`config.mk`:
```
export PLATFORM = sky130hd
export DESIGN_NAME = ecc_memory_scrubber
export DESIGN_NICKNAME = d
export VERILOG_FILES = /design/src/rtl/ecc_memory_scrubber.sv
export SDC_FILE = /design/constraint.sdc
export NUM_CORES = 1
export LEC_CHECK = 0
export CORE_AREA = 3 3 81 83
export DETAILED_ROUTE_END_ITERATION = 12
export DIE_AREA = 0 0 84 86
export PLACE_DENSITY = 0.67
export SLEW_MARGIN = 20
export SYNTH_ARGS = -nofsm -noshare
export SYNTH_HDL_FRONTEND = slang
export SYNTH_SLANG_ARGS = --single-unit
```
`constraint.sdc`:
```
create_clock -name clk -period 3.05 [get_ports clk]
set_input_delay 0.915 -clock clk [delete_from_list [all_inputs] [get_ports clk]]
set_output_delay 0.915 -clock clk [all_outputs]
set_load 0.02 [all_outputs]
```
`src/rtl/ecc_memory_scrubber.sv`:
```
// Background scrubber for a SECDED memory: walks every address, rewrites words the
// decoder corrected, and always yields the memory port to the host.
module ecc_memory_scrubber #(
  parameter int DATA_WIDTH = 8,
  parameter int ADDR_WIDTH = 4,
  parameter int DEPTH      = 16,
  parameter int INTERVAL   = 64
) (
  input  logic                  clk,
  input  logic                  rst,
  input  logic                  scrub_en,
  input  logic                  host_req,
  input  logic                  host_we,
  input  logic [ADDR_WIDTH-1:0] host_addr,
  input  logic [DATA_WIDTH-1:0] host_wdata,
  output logic [DATA_WIDTH-1:0] host_rdata,
  output logic [ADDR_WIDTH-1:0] mem_addr,
  output logic [DATA_WIDTH-1:0] mem_wdata,
  output logic                  mem_wr_en,
  input  logic [DATA_WIDTH-1:0] mem_rdata,
  input  logic                  mem_sec,
  input  logic                  mem_ded,
  output logic                  busy,
  output logic                  pass_done,
  output logic                  ded_event,
  output logic [7:0]            corrected_count,
  output logic [7:0]            uncorrectable_count,
  output logic [ADDR_WIDTH-1:0] last_err_addr
);

  localparam logic [1:0] IDLE  = 2'd0;
  localparam logic [1:0] READ  = 2'd1;
  localparam logic [1:0] WRITE = 2'd2;

  localparam int CW = (INTERVAL > 1) ? $clog2(INTERVAL) : 1;
  localparam logic [CW-1:0]         INTERVAL_LAST = CW'(INTERVAL - 1);
  localparam logic [ADDR_WIDTH-1:0] LAST_ADDR     = ADDR_WIDTH'(DEPTH - 1);

  logic [1:0]            state;
  logic [ADDR_WIDTH-1:0] scrub_addr;
  logic [ADDR_WIDTH-1:0] next_addr;
  logic [CW-1:0]         interval_cnt;
  logic [DATA_WIDTH-1:0] wb_data;
  logic                  wb_cancel;
  logic                  hazard;

  assign next_addr  = (scrub_addr == LAST_ADDR) ? '0 : scrub_addr + 1'b1;
  assign hazard     = host_req && host_we && (host_addr == scrub_addr) && (state == WRITE);
  assign host_rdata = mem_rdata;
  assign busy       = (state != IDLE);

  // The host owns the port whenever it asks; a write is never issued during reset.
  always_comb begin
    mem_addr  = scrub_addr;
    mem_wdata = '0;
    mem_wr_en = 1'b0;
    if (host_req) begin
      mem_addr  = host_addr;
      mem_wdata = host_wdata;
      mem_wr_en = host_we;
    end else if (state == WRITE) begin
      mem_wdata = wb_data;
      mem_wr_en = !wb_cancel;
    end
    if (rst) begin
      mem_wr_en = 1'b0;
    end
  end

  always_ff @(posedge clk) begin
    if (rst) begin
      state               <= IDLE;
      scrub_addr          <= '0;
      interval_cnt        <= '0;
      wb_data             <= '0;
      wb_cancel           <= 1'b0;
      pass_done           <= 1'b0;
      ded_event           <= 1'b0;
      corrected_count     <= 8'd0;
      uncorrectable_count <= 8'd0;
      last_err_addr       <= '0;
    end else begin
      pass_done <= 1'b0;
      ded_event <= 1'b0;
      if (host_req) begin
        // Frozen this cycle; a host write over the pending word makes the writeback stale.
        if (hazard) begin
          wb_cancel <= 1'b1;
        end
      end else begin
        case (state)
          IDLE: begin
            if (!scrub_en) begin
              interval_cnt <= '0;
            end else if (interval_cnt == INTERVAL_LAST) begin
              interval_cnt <= '0;
              state        <= READ;
            end else begin
              interval_cnt <= interval_cnt + CW'(1);
            end
          end
          READ: begin
            if (mem_ded) begin
              if (uncorrectable_count != 8'hFF) begin
                uncorrectable_count <= uncorrectable_count + 8'd1;
              end
              ded_event     <= 1'b1;
              last_err_addr <= scrub_addr;
              scrub_addr    <= next_addr;
              pass_done     <= (scrub_addr == LAST_ADDR);
              state         <= IDLE;
            end else if (mem_sec) begin
              wb_data <= mem_rdata;
              if (corrected_count != 8'hFF) begin
                corrected_count <= corrected_count + 8'd1;
              end
              last_err_addr <= scrub_addr;
              state         <= WRITE;
            end else begin
              scrub_addr <= next_addr;
              pass_done  <= (scrub_addr == LAST_ADDR);
              state      <= IDLE;
            end
          end
          WRITE: begin
            wb_cancel  <= 1'b0;
            scrub_addr <= next_addr;
            pass_done  <= (scrub_addr == LAST_ADDR);
            state      <= IDLE;
          end
          default: begin
            state <= IDLE;
          end
        endcase
      end
    end
  end

endmodule

```
After elaboration in Yosys (flattened, before gate mapping) --
Cells that the tools add are included.
Storage, ports and cells: flip-flop bits (word level) 43, word-level logic and storage cells 73
Operators by class: $add $sub $neg 4, eq/ne operators 11, mux-type cells 26, bitwise logic cells 3, reductions and logical operators 19
Operators by type and width (count):
- two-way mux 4 bit | 6
- adder 8 x 1 -> 8 bit, second input constant | 2
- two-way mux 8 bit | 2
- inequality test 8 bit, second input constant | 2
- two-way mux 6 bit | 2
- two-way mux 1 bit | 9
- AND reduction 3 bit | 3
- two-way mux 2 bit | 4
- one-hot mux 4 bit (2 select lines) | 1
- AND reduction 4 bit | 2
- nonzero test 2 bit | 4
- adder 6 x 1 -> 6 bit, second input constant | 1
- == test 6 bit, second input constant | 1
- AND reduction 5 bit | 1
- adder 4 x 1 -> 4 bit, second input constant | 1
- == test 4 bit | 1
- == test 4 bit, second input constant | 1
- inequality test 2 bit, second input constant | 2
- one-hot mux 2 bit (2 select lines) | 1
- AND reduction 2 bit | 2
- logical AND 1 bit | 3
- inequality test 3 bit, second input constant | 1
- inverter 1 bit | 3
- OR reduction 3 bit | 1
- 7 further kinds | 7

Logic depth before layout (Yosys ltp) --
Gate-level depths: netlist of the first run.
depth after elaboration 5, depth in mapped cells 8

Worst setup path before layout of the first run --
Ideal clock, no wire load.
kind input-to-output, start input port host_req, end output port mem_addr[2], arrival time 1.869 ns, data required time 2.135 ns, path slack 0.266 ns, stages 5, path buffers 3, path through buf_6 clkbuf_1 buf_1 nand2_1 o21ai_0
Between the ends: longest elaborated chain between the ends 1
Ends and longest elaborated chain:
- from (decl) | line 12 | input logic host_req,
- two-way mux 4 bit | line 57 | if (host_req) begin
- to (decl) | line 17 | output logic [ADDR_WIDTH-1:0] mem_addr,
Every way passes these cells.

Worst setup path in the final report of the first run --
start input port host_req, end output port mem_wr_en
Between the ends: longest elaborated chain between the ends 2
Ends and longest elaborated chain:
- two-way mux 1 bit | line 57
- two-way mux 1 bit | line 65 | if (rst) begin
- to (decl) | line 19 | output logic mem_wr_en,
Every way passes these cells.

==> metrics.cfg, run 1 <==
[synth]
synth_area_leader_cell=sky130_fd_sc_hd__dfxtp_1
yosysWarningCount=0
synth_fp_nets=305
leading_post_synthesis_cells_by_cell_area=sky130_fd_sc_hd__dfxtp_1 38%, sky130_fd_sc_hd__mux2i_1 7.1%, sky130_fd_sc_hd__nor2_1 5.6%, sky130_fd_sc_hd__nand2_1 4.3%, sky130_fd_sc_hd__ha_1 3.9%
ys_async_sr_fraction_pct=0
synth_edf_count=0
synth-main-ff-cell=sky130_fd_sc_hd__dfxtp_1
synth_area_per_cell_um2=8.36
netlist_instances=271
area_of_the_mapped_netlist_um2=2270
yosys.cell_types.count=46
seq_area_frac_synth_pct=38.0
yosys_register_bits=43
post-synth-top-area-fraction_pct=38.0

[sta]
report.final.setup_viol=0
grt_setup_unrepaired=false
tns_ns=0
report.final.hold_viol_count=0
skew_ns=0.00541
final.period_utilization_pct=96.9
finalMaxSlewViolations=0
period_needed_ns=2.96
fin_hold_ws_ns=0.497
maxClockFrequency_mhz=338
timing.max_slew.rel_slack_pct=69.7
tightestPinTransition_ns=0.454

[critical_path]
endpoint_kind=primary output
worst_ep_arrival_time_ns=2.04
critical-path-top-delay-family=buffers and inverters
worst-r2r-cell-count=6
required_ns=2.13
cpPeakStageDelay_ns=0.31
worstPathCellList=dlygate4sd2_1, bufbuf_16, nor2_1, a22oi_1, nor2_1, clkdlybuf4s15_1
timing.critical_path.from_type=input pin
crit_cells=6
crit_path_top_delay_cell=sky130_fd_sc_hd__clkdlybuf4s15_1
critPathKind=in -> out
critPathMostFrequentCell=sky130_fd_sc_hd__nor2_1
cp_max_fo=15
timing.critical_path.buf_inv=3

[finish]
areaGrowthSynthToFinish_pct=38.6
finalInstanceArea_um2=3140
final.fill_count=562
fin_nets=375
most-common-layout-cells=56 x sky130_fd_sc_hd__clkdlybuf4s50_1, 43 x sky130_fd_sc_hd__dfxtp_1, 34 x sky130_fd_sc_hd__nor2_1
antenna_cells=0
postLayoutCoreUtil_pct=53.0
final_common_cell=sky130_fd_sc_hd__clkdlybuf4s50_1
final_layout_size_suffix_gt1_share_pct=7.35

[status]
status=completed

[place]
detailedPlacementHpwl_um=3950
detailed_place.area_um2=3050
finalWeightedCongestion=0.780
portBuffers=70

[min_path]
worst_hold_path_type=reg -> reg
hold_path_depth=2

[floorplan]
floorplan.die_area_um2=7220
die_w_um=84
io_pins=71
fp-row-count=28
initial_core_util_pct=38.3
core_footprint_um2=5920
chipHeight_um=86

[global_route]
grt_use_met3_pct=4.61
grt_pass1_vias=2022
antenna_found_initial=0
grt_max_degree=46
grt_pass1_wl_um=9220
grt_remaining_overflow=0
top_usage_layer=met2
met1_resource_use_gr_pct=18.9
gr-usage-all-layers_pct=15.3
groute.layer.met2.usage_pct=26.2

[route]
wl_per_cell_um=13.1
drcViolationCount=0
vias=2124
postRouteAntennaNets=0
detail_route.first_pass.iterations=4
wl_um=5420
detailedRoute.firstIterationViolations=100
routed_via_density=5.12

[clock_tree]
cts_hold_buffers=0
cts_tree=yes
cts_made_buffers=5
clkLatencyLatePin_ns=0.28
cts_setup_buffers=0
cts_sinks=43
cts-root-to-sink-buffers=2
cts_max_level=2
clkSlewWorstSetupHoldPaths_ns=0.07
cts.root.buffer_cell=sky130_fd_sc_hd__clkbuf_8

[power]
ir_worst_vdd_v=0.000159
power_per_cell_area_nw_per_um2=326
power_leakage_nw=1.18

[run]
max-cap-violations=0

Yosys cell counts, types with 2 or more instances:
cell and instances:
sky130_fd_sc_hd__o2111ai_1 3, sky130_fd_sc_hd__nor2_1 34, sky130_fd_sc_hd__dfxtp_1 43, sky130_fd_sc_hd__o21ai_0 13, sky130_fd_sc_hd__clkbuf_1 9, sky130_fd_sc_hd__a21oi_1 13
sky130_fd_sc_hd__o41ai_1 2, sky130_fd_sc_hd__o211ai_1 4, sky130_fd_sc_hd__nand2_1 26, sky130_fd_sc_hd__or4_1 2, sky130_fd_sc_hd__nand3b_1 2, sky130_fd_sc_hd__mux2_2 2
sky130_fd_sc_hd__nor3_1 9, sky130_fd_sc_hd__a31oi_1 2, sky130_fd_sc_hd__nand2b_1 3, sky130_fd_sc_hd__and3_1 4, sky130_fd_sc_hd__mux2i_1 16, sky130_fd_sc_hd__inv_1 10
sky130_fd_sc_hd__buf_2 2, sky130_fd_sc_hd__o21ai_1 3, sky130_fd_sc_hd__o31ai_1 2, sky130_fd_sc_hd__xnor2_1 3, sky130_fd_sc_hd__nor4b_1 2, sky130_fd_sc_hd__xor2_1 7
sky130_fd_sc_hd__nand3_1 9, sky130_fd_sc_hd__or3_1 2, sky130_fd_sc_hd__ha_1 7, sky130_fd_sc_hd__and3b_1 2, sky130_fd_sc_hd__a211oi_1 2, sky130_fd_sc_hd__nor2b_1 6
sky130_fd_sc_hd__buf_4 9, sky130_fd_sc_hd__nand4_1 3, sky130_fd_sc_hd__a41oi_1 2
sequential cells by signal (all words and copies together) (netlist names):
| signal | count |
|---|---|
| corrected_count | 8 |
| last_err_addr | 4 |
| pass_done | 1 |
| interval_cnt | 6 |
| wb_data | 8 |
| ded_event | 1 |
| uncorrectable_count | 8 |
| wb_cancel | 1 |
| scrub_addr | 4 |
| state | 2 |
worst paths after layout:
check	start	to	slack, ns
setup / recovery	host_req	mem_wr_en	0.09
hold / removal	last_err_addr[1]	last_err_addr[1]	0.50
setup reg to reg	state[1]	uncorrectable_count[7]	1.20
hold reg to reg	last_err_addr[1]	last_err_addr[1]	0.50
timing repair:
| action | 4_1_cts | 5_1_grt |
|---|---|---|
| gates cloned | 1 | 0 |
| setup endpoints to repair | 13 | 1 |
| resized for setup | 14 | 1 |
cell families (layout without fill, tap and decap cells):
logic type / after synthesis / count (layout) / synth area share (%)
AO/OA/AOI/OAI: 51 / 51 / 14.5
XOR/XNOR: 10 / 10 / 3.87
adder cells (fa/ha/maj): 7 / 7 / 3.87
buffers and inverters: 32 / 101 / 7.23
flip-flops: 43 / 43 / 38.0
multiplexers: 18 / 18 / 8.06
AND/OR/NAND/NOR: 110 / 110 / 24.5
per-stage QoR:
step	setup WS (ns)	instances	total power [W]
after detailed placement	-0.375	408	0.000710
final	0.0947	415	0.00102
after floorplan	0.266	271	0.000636
after global placement	-0.345	408	0.000709
after CTS	0.0520	415	0.00104
after global routing	0.00219	415	0.00107
worst min-delay path: stages, from the launching register on:
cell	delay [ns]
sky130_fd_sc_hd__dfxtp_1	0.33
sky130_fd_sc_hd__mux2i_1	0.06
sky130_fd_sc_hd__nor2_1	0.07
power by group:
| group | switching, W | internal, W |
|---|---|---|
| Sequential | 0.00000153 | 0.000562 |
| Clock | 0.000175 | 0.000153 |
| Combinational | 0.0000610 | 0.0000706 |
| Total | 0.000238 | 0.000785 |
area by class of cell:
type                       count  area (µm²)  share of cell area, %
inverter                      10        37.5                   1.20
sequential                    43         861                   27.4
multi-input combinational    196        1240                   39.5
tap                           75        93.8                   2.99
timing repair buffer          85         835                   26.6
clock buffer                   6        72.6                   2.31
metal layers:
metal	share of wire [%]	wire, µm	up-vias
met5	0	0	-
met2	48	2610	53
met4	0	0	0
li1	-	-	1084
met1	46	2490	987
met3	6.0	326	0
No activity file was read; power rests on OpenSTA's default activity.
==> run 2: changes to the inputs <==
--- a/config.mk
+++ b/config.mk
@@ -5,10 +5,12 @@
 export SDC_FILE = /design/constraint.sdc
 export NUM_CORES = 1
 export LEC_CHECK = 0
-export CORE_AREA = 3 3 81 83
+export ABC_AREA = 1
+export CORE_AREA = 3 3 82 84
 export DETAILED_ROUTE_END_ITERATION = 12
-export DIE_AREA = 0 0 84 86
+export DIE_AREA = 0 0 85 87
 export PLACE_DENSITY = 0.67
+export SKIP_LAST_GASP = 1
 export SLEW_MARGIN = 20
 export SYNTH_ARGS = -nofsm -noshare
 export SYNTH_HDL_FRONTEND = slang
==> constraint.sdc (replaced) <==
create_clock -name clk -period 3.8 [get_ports clk]
set_input_delay 1.14 -clock clk [delete_from_list [all_inputs] [get_ports clk]]
set_output_delay 1.14 -clock clk [all_outputs]
set_load 0.02 [all_outputs]
==> run 2 against run 1 <==
  * Hold slack got worse by 0.029 ns
  * Combinational power fell by 19%
  * Synthesized cell count rose by 23%
  * Wire length rose by 7.0%
  * Cell count rose by 14%
  * Via count rose by 9.9%
  * Area after synthesis rose by 3.3%
  * Clock power fell by 2%
  * Clock skew barely moved
  * Design area rose by 0.64%
==> metrics.cfg, run 2 <==
[finish]
fin_nets=433  ; +15%
antenna_cells=0  ; unchanged
areaGrowthSynthToFinish_pct=35.1
largest_registers=corrected_count x8, uncorrectable_count x8, wb_data x8
final_common_cell=sky130_fd_sc_hd__nand2_1
final_layout_size_suffix_gt1_share_pct=7.00  ; -0.35 points
most-common-layout-cells=72 x sky130_fd_sc_hd__nand2_1, 57 x sky130_fd_sc_hd__clkdlybuf4s50_1, 48 x sky130_fd_sc_hd__nor2_1
final_cell_count_no_fill=475  ; +14%

[route]
detailedRoute.firstIterationViolations=119  ; +19%
routed_via_density=4.92  ; -4.0%
detail_route.first_pass.iterations=4  ; unchanged
drcViolationCount=0  ; unchanged
wl_um=5800  ; +7.0%
postRouteAntennaNets=0  ; unchanged
vias=2335  ; +9.9%
wl_per_cell_um=12.2  ; -6.5%

[synth]
synth_area_leader_cell=sky130_fd_sc_hd__dfxtp_1
ys_async_sr_fraction_pct=0  ; unchanged
synth-main-ff-cell=sky130_fd_sc_hd__dfxtp_1
leading_post_synthesis_cells_by_cell_area=sky130_fd_sc_hd__dfxtp_1 37%, sky130_fd_sc_hd__nand2_1 12%, sky130_fd_sc_hd__nor2_1 7.7%, sky130_fd_sc_hd__a21oi_1 6.0%, sky130_fd_sc_hd__inv_1 4.2%
post-synth-top-area-fraction_pct=36.8  ; -1.2 points
netlist_instances=332  ; +23%
area_of_the_mapped_netlist_um2=2340  ; +3.3%
yosys.cell_types.count=32  ; -30%
synth_area_per_cell_um2=7.05  ; -16%
synth_fp_nets=366  ; +20%
post_synth_most_frequent_cells=72 x sky130_fd_sc_hd__nand2_1, 48 x sky130_fd_sc_hd__nor2_1, 43 x sky130_fd_sc_hd__dfxtp_1
yosysWarningCount=0  ; unchanged
seq_area_frac_synth_pct=36.8  ; -1.2 points
synth_edf_count=0  ; unchanged
yosys_register_bits=43  ; unchanged
cell_with_the_most_instances_after_synthesis=sky130_fd_sc_hd__nand2_1

[sta]
report.final.setup_viol=0  ; unchanged
tightestPinTransition_ns=0.402  ; -0.0525 ns
skew_ns=0.00555  ; +0.000144 ns
period_needed_ns=3.67
tns_ns=0  ; unchanged
maxClockFrequency_mhz=273
fin_hold_ws_ns=0.468  ; -0.0290 ns
grt_setup_unrepaired=false
timing.max_slew.rel_slack_pct=73.2  ; +3.5 points
final.period_utilization_pct=96.5
report.final.hold_viol_count=0  ; unchanged
finalWorstSetupSlack_ns=0.132  ; +0.0376 ns
finalMaxSlewViolations=0  ; unchanged

[critical_path]
crit_start=host_req
crit_path_top_delay_cell=sky130_fd_sc_hd__clkdlybuf4s50_1
worst_ep_arrival_time_ns=2.53  ; +0.49 ns
cpPeakStageDelay_ns=0.51  ; +0.20 ns
critical-path-top-delay-family=buffers and inverters
worst-r2r-setup-slack_ns=2.29  ; +1.09 ns
timing.critical_path.from_type=input pin
timing.critical_path.buf_inv=4  ; +1
worstPathCellList=clkdlybuf4s50_1, inv_2, nand2_1, inv_2, nand2_1, a21oi_1, dlygate4sd2_1
required_ns=2.66  ; +0.53 ns
critPathKind=in -> out
reg2reg_from=state[1]
cp_max_fo=9  ; -6
endpoint_kind=primary output

[floorplan]
floorplan.die_area_um2=7400  ; +2.4%
fp-row-count=28  ; unchanged
chipHeight_um=87  ; +1.2%
io_pins=71  ; unchanged
die_w_um=85  ; +1.2%
initial_core_util_pct=39.1  ; +0.78 points
core_footprint_um2=5990  ; +1.2%

[global_route]
antenna_found_initial=0  ; unchanged
grt_pass1_vias=2230  ; +10%
gr-usage-all-layers_pct=16.4  ; +1.1 points
grt_remaining_overflow=0  ; unchanged
grt_pass1_wl_um=10000  ; +8.5%
grt_max_degree=28  ; -39%

[clock_tree]
cts-root-to-sink-buffers=2  ; unchanged
cts_made_buffers=5  ; unchanged
cts.root.buffer_cell=sky130_fd_sc_hd__clkbuf_8
cts_max_level=2  ; unchanged
cts_tree=yes
cts_sinks=43  ; unchanged
cts_hold_buffers=0  ; unchanged
clkLatencyLatePin_ns=0.30  ; +0.02 ns
clkSlewWorstSetupHoldPaths_ns=0.08  ; about the same

[power]
power_leakage_nw=1.26  ; +7.0%
power_per_cell_area_nw_per_um2=279  ; -14%
ir_worst_vdd_v=0.000135  ; -15%
total_power_w=0.000881  ; -14%

[place]
placement.setup.worst_slack_ns=-0.125  ; +0.250 ns
dp_cells=467  ; +14%
finalWeightedCongestion=0.759  ; -2.6%
detailedPlacementHpwl_um=4360  ; +10%
portBuffers=70  ; unchanged

[min_path]
start_point_of_the_worst_min_delay_path=wb_cancel
worst_hold_path_type=reg -> reg

[run]
max-cap-violations=0  ; unchanged

[status]
status=completed

==> run 2: cell types whose count changed in the layout (fill, tap and decap cells not counted), sizes merged, moves of 9 or more <==
cell,previous run,this run
buf,14,4
nand2,26,74
a21oi,13,28
o21ai,17,30
inv,10,34
mux2i,16,0
nor2,34,50
nand3,9,18
==> run 2: repair_timing <==
item | in CTS | in global routing
endpoints found under the setup margin | 13 | 0
gates resized for setup | 14 | 0
setup buffers | 0 | 0
==> run 2: worst paths after layout <==
check                           endpoint  cells after the start
setup / recovery               mem_wr_en                      7
setup reg to reg  uncorrectable_count[6]                      9
hold / removal                 wb_cancel                      2
hold reg to reg                wb_cancel                      2
==> run 2: logic make-up (layout without fill, tap and decap cells) <==
family / Yosys count / after routing / synth area share (%)
AOI/OAI and AO/OA: 69 / 69 / 16.4
xor gates and xnor gates: 6 / 6 / 2.25
adders and majority gates: 7 / 7 / 3.74
buffers and inverters: 49 / 117 / 9.68
DFF: 43 / 43 / 36.8
and+or+nand+nor: 158 / 158 / 31.2
==> run 2: worst reg2reg max path, delay by kind of cell, from the launching register on <==
kind | cells | cell delay [ns]
adders and majority gates | 1 | 0.28
and+or+nand+nor | 5 | 0.52
buffers and inverters | 3 | 0.29
DFF | 1 | 0.33
==> run 2: metrics by stage <==
step,cell area (µm²),util [%]
final,3160,52.8
after global routing,3160,52.8
after CTS,3160,52.8
after detailed placement,3070,51.3
after global placement,3070,51.3
after floorplan,2340,-
==> run 2: power by group <==
part	total (W)	internal (W)	switching (W)
registers	0.000454	0.000452	0.00000186
logic	0.000107	0.0000529	0.0000537
clock network	0.000321	0.000166	0.000155
==> run 2: area by class of cell <==
cell class	count	area [µm²]
Sequential cell	43	861
Inverter	35	135
Clock buffer	8	100
Tap cell	75	93.8
Multi-Input combinational cell	240	1250
Timing Repair Buffer	74	718
Fill cell	616	2830
==> run 2: layer usage <==
layer / wire length, µm / up-vias / GRT usage (%)
met5: 0 / - / 0
met4: 94 / 0 / 5.90
met3: 471 / 9 / 5.01
met2: 2520 / 70 / 26.3
met1: 2710 / 1043 / 20.9
li1: - / 1213 / -
==> run 3: changes to the inputs <==
--- a/config.mk
+++ b/config.mk
@@ -10,7 +10,6 @@
 export DETAILED_ROUTE_END_ITERATION = 12
 export DIE_AREA = 0 0 85 87
 export PLACE_DENSITY = 0.67
-export SKIP_LAST_GASP = 1
 export SLEW_MARGIN = 20
 export SYNTH_ARGS = -nofsm -noshare
 export SYNTH_HDL_FRONTEND = slang
==> results of run 3 <==
Final layout, timing and power as in run 2 (identical DEF).
